===== src/rtl/axi_write_responder.sv =====
// AXI write slave engine: one AW, its W burst as byte-enabled word writes, one B.
// state | meaning: IDLE = accept AW, DATA = consume W beats, RESP = hold B until BREADY
module axi_write_responder #(
  parameter int ID_W   = 8,
  parameter int ADDR_W = 32,
  parameter int DATA_W = 32,
  parameter int MEM_AW = 14
) (
  input  logic              clk,
  input  logic              rst,
  input  logic [ID_W-1:0]   AWID_S,
  input  logic [ADDR_W-1:0] AWADDR,
  input  logic [3:0]        AWLEN,
  input  logic [2:0]        AWSIZE,
  input  logic [1:0]        AWBURST,
  input  logic              AWVALID,
  output logic              AWREADY,
  input  logic [DATA_W-1:0] WDATA,
  input  logic [3:0]        WSTRB,
  input  logic              WLAST,
  input  logic              WVALID,
  output logic              WREADY,
  output logic [ID_W-1:0]   BID_S,
  output logic [1:0]        BRESP,
  output logic              BVALID,
  input  logic              BREADY,
  output logic [3:0]        mem_we,
  output logic [MEM_AW-1:0] mem_a,
  output logic [DATA_W-1:0] mem_di
);

  typedef enum logic [1:0] {
    S_IDLE = 2'd0,
    S_DATA = 2'd1,
    S_RESP = 2'd2
  } state_t;

  state_t            r_state;
  state_t            w_next;
  logic [ID_W-1:0]   r_id;
  logic [MEM_AW-1:0] r_base;
  logic [3:0]        r_len;
  logic [3:0]        r_beat;
  logic              r_err;
  logic              w_aw_hs;
  logic              w_w_hs;
  logic              w_unused;

  always_ff @(posedge clk or negedge rst) begin
    if (!rst) r_state <= S_IDLE;
    else      r_state <= w_next;
  end

  always_comb begin
    w_next = r_state;
    case (r_state)
      S_IDLE:  if (AWVALID)         w_next = S_DATA;
      S_DATA:  if (WVALID && WLAST) w_next = S_RESP;
      S_RESP:  if (BREADY)          w_next = S_IDLE;
      default:                      w_next = S_IDLE;
    endcase
  end

  always_comb begin
    AWREADY = (r_state == S_IDLE);
    WREADY  = (r_state == S_DATA);
    BVALID  = (r_state == S_RESP);
    BRESP   = (r_state == S_RESP && r_err) ? 2'b10 : 2'b00;
  end

  assign w_aw_hs = AWVALID && AWREADY;
  assign w_w_hs  = WVALID && WREADY;

  // WLAST must coincide exactly with beat==len; any disagreement poisons the burst
  always_ff @(posedge clk or negedge rst) begin
    if (!rst) begin
      r_id   <= '0;
      r_base <= '0;
      r_len  <= '0;
      r_beat <= '0;
      r_err  <= 1'b0;
    end else if (w_aw_hs) begin
      r_id   <= AWID_S;
      r_base <= AWADDR[MEM_AW+1:2];
      r_len  <= AWLEN;
      r_beat <= '0;
      r_err  <= (AWSIZE != 3'b010) || (AWBURST != 2'b01);
    end else if (w_w_hs) begin
      if (r_beat != 4'hF) r_beat <= r_beat + 4'd1;
      if (WLAST != (r_beat == r_len)) r_err <= 1'b1;
    end
  end

  assign BID_S  = r_id;
  assign mem_we = (w_w_hs && !r_err) ? WSTRB : 4'b0000;
  assign mem_a  = r_base + MEM_AW'(r_beat);
  assign mem_di = WDATA;

  assign w_unused = ^{AWADDR[ADDR_W-1:MEM_AW+2], AWADDR[1:0]};

endmodule

===== config.mk =====
export PLATFORM = sky130hd
export DESIGN_NAME = axi_write_responder
export DESIGN_NICKNAME = d
export VERILOG_FILES = /design/src/rtl/axi_write_responder.sv
export SDC_FILE = /design/constraint.sdc
export NUM_CORES = 1
export LEC_CHECK = 0
export ABC_AREA = 1
export BUFFER_PORTS_ARGS = -buffer_cell sky130_fd_sc_hd__buf_2
export CAP_MARGIN = 20
export CORE_MARGIN = 3
export CORE_UTILIZATION = 44
export CTS_CLUSTER_DIAMETER = 100
export DETAILED_ROUTE_END_ITERATION = 10
export GPL_TIMING_DRIVEN = 0
export PLACE_DENSITY = 0.85
export SLEW_MARGIN = 20
export SYNTH_ARGS = -nofsm -noshare
export SYNTH_HDL_FRONTEND = slang
export SYNTH_SLANG_ARGS = --single-unit

===== constraint.sdc =====
create_clock -name clk -period 3.1 [get_ports clk]
set_input_delay 0.31 -clock clk [delete_from_list [all_inputs] [get_ports clk]]
set_output_delay 0.31 -clock clk [all_outputs]
set_load 0.005 [all_outputs]

==> impl_results.md <==
* Status: complete, no violations
* Endpoints failing hold at 0
* Final Max Slew Viols at 0
* Buf/Inv on CP at 2
* H-tree depth at 2
* Tmin final at 2.46 ns
* Die footprint at 0.00574 sq mm
* Num ports at 154
* PortBufs at 102
* Mapped cell area at 0.00214 sq mm
* Maxcap violations at 0
* Slowest cell on crit path: dfrtp_1
* Critical path startpoint category: flop
* Number of global-route vias before repair at 1,849
* Post-Syn Area per Cell at 7.62 sq um
* Share of post-route cells with drive strength above 1 at 41.3%
* CTS buffer count at 5
* Via total after detailed routing at 2,036
* RSZ-0062 raised after global routing: false
* CTS Hold Bufs at 0
* Via-per-instance ratio at 4.47
* Setup violators final at 0
* CTS Buffer Depth at 2
* Cell mode on critical path: nand2_1
* Worst-Margin Slew at 0.742 ns
* Asr flop ratio synth at 100%
* Iter 0 DRT Violations at 68
* Area of placed instances at 0.00273 sq mm
* Syn. warnings at 0
* Ant diodes at 0
* Fillers at 433
* Class of the worst hold path: input pin to asynchronous set/reset pin
* Core area at 0.00453 sq mm
* Initial antenna violation count at 0
* Count of cell types in the netlist at 29
* Leakage at 1.68 nW
* Area Overhead vs Synth at 31.7%
* Post_cts resized at 0
* First-pass GRT wire length at 7760 um
* Commonest non-fill, non-tap cell in the layout: buf_2
* Beginning of the critical path: r_beat[0]
* Critical path fanouts, max at 7
* Fin nets at 487
* Max frequency at 0.407 GHz
* Worst r2r src: r_beat[1]
* Main synth FF type: dfrtp_1
* Slew margin rel. at 50.6%
* Gr ovfl total at 0
* DRT antenna net count at 0
* Design area at 0.00282 sq mm
* Post-DP HPWL at 4010 um
* DRC Markers at 0
* PD cells at 752 mW/mm^2
* Syn_nets at 378
* Post-CTS Setup Repair Bufs at 0
* Setup TNS at 0 ns
* Maximum VDD drop at 0.000414 V
* Hold_ws at 0.0935 ns
* CP endpoint kind: primary output
* EDFF count, synth at 0
* Routed WL per cell at 11.0 um
* Final wirelength at 4980 um
* Maximum number of pins on one net before global-route repair at 34
* CTS clock-pin slew for the worst setup and hold paths at 0.07 ns
* Critical path type: flop to primary output
* Family with the most delay on the worst path: adder cells
* Clock Sinks at 33
* Yosys reg bits at 33
* Clk Latency, worst-skew pair at 0.28 ns
* Post-synthesis sequential area ratio at 38.6%
* CTS tree: yes
* Largest cells by area after synthesis: dfrtp_1 39%, nand2_1 18%, buf_4 12%
* CTS Root Cell: clkbuf_8
* Cells after synthesis at 281
* RePlAce Congestion at 0.775
* Worst-path cell chain: ha_1 > inv_1 > fa_1 > o21ai_2 > nand2_2 > nor2_4 > nand3_1 > nand2_1 > nand2_1 > buf_2
* Tot GR Track Use at 17.6%
* DR pass1 iterations at 4
* Fin crit share at 79.2%
* Yosys top cell area share at 38.6%
* Die Y-Extent at 75.8 um
* Cell row count at 24
* Worst path required time at 2.79 ns
* Crit path DAT at 2.15 ns
* Commonest non-fill, non-tap cells in the layout: 105 x buf_2, 100 x nand2_1, 33 x dfrtp_1, 33 x buf_4, 31 x inv_1
* DIE WIDTH at 75.8 um
* Starting density of the core at 47.2%
* Crit path largest cell delay at 0.41 ns
* Area leader, netlist: dfrtp_1
* Clk_skew at 0.00768 ns
layer usage:
| metal | up-vias | global-route usage (%) | routed length (um) |
|---|---|---|---|
| met5 | - | 0 | 0 |
| li1 | 1045 | - | - |
| met1 | 899 | 21.8 | 2100 |
| met4 | 0 | 5.24 | 66 |
| met2 | 84 | 30.0 | 2380 |
| met3 | 8 | 4.62 | 438 |
cells in the mapped netlist (2+ instances only):
cell type and instances:
a21oi_1 6, buf_2 3, buf_4 33, buf_6 3, dfrtp_1 33, ha_1 5, inv_1 31, nand2_1 100
nand2_2 2, nand2_4 2, nand3_1 10, nand3b_1 2, nor2_1 12, nor2_4 3, nor3_1 4, o21ai_0 12
o21ai_2 2, xor2_1 7
final timing paths:
check	end	slack [ns]	depth (start not counted)
hold reg to reg	BID_S[4]	0.47	2
min in group clk	r_base[9]	0.22	3
setup reg to reg	r_beat[2]	1.83	7
hold / removal	r_beat[3]	0.09	1
setup / recovery	mem_a[12]	0.64	10
max in group asynchronous	r_base[13]	2.53	1
state kept, by name, summed over array words and instances (netlist names):
name	flops
r_beat	4
BID_S	8
r_state	2
r_err	1
r_base	14
r_len	4
logic make-up (layout without fill, tap and decap cells):
logic type                 after synthesis  after routing  share of synthesized area (%)
and+or+nand+nor                        138            138                           28.3
buffers and inverters                   72            181                           19.6
DFF                                     33             33                           38.6
AOI/OAI and AO/OA                       23             23                           6.20
xor gates and xnor gates                 8              8                           3.27
adders and majority gates                6              6                           3.86
other                                    1              1                          0.175
power breakdown:
part	leakage, nW	switching, mW	internal, mW
sequential	0.409	0.161	0.623
clock	0.0443	0.147	0.176
combinational	1.22	0.549	0.465
total	1.68	0.857	1.26
stage by stage:
stage          worst slack, ns  util, %  power, mW  std cells
6_report                 0.643     62.2       2.12        455
5_1_grt                  0.494     62.2       2.34        455
4_1_cts                  0.626     62.2       2.15        455
3_5_place_dp             0.937     60.3       1.82        448
3_3_place_gp             0.946     60.3       1.78        448
2_1_floorplan             1.20        -       1.41        281
final cells by class:
cell class	count	area [sq um]	area share (%)
Multi-Input combinational cell	176	895	31.7
Sequential cell	33	826	29.3
Timing Repair Buffer	102	510	18.1
Buffer	39	297	10.5
Inverter	33	124	4.39
Clock buffer	7	86.3	3.06
Tap cell	65	81.3	2.89
Note: power is estimated with default switching activity, not from simulation.
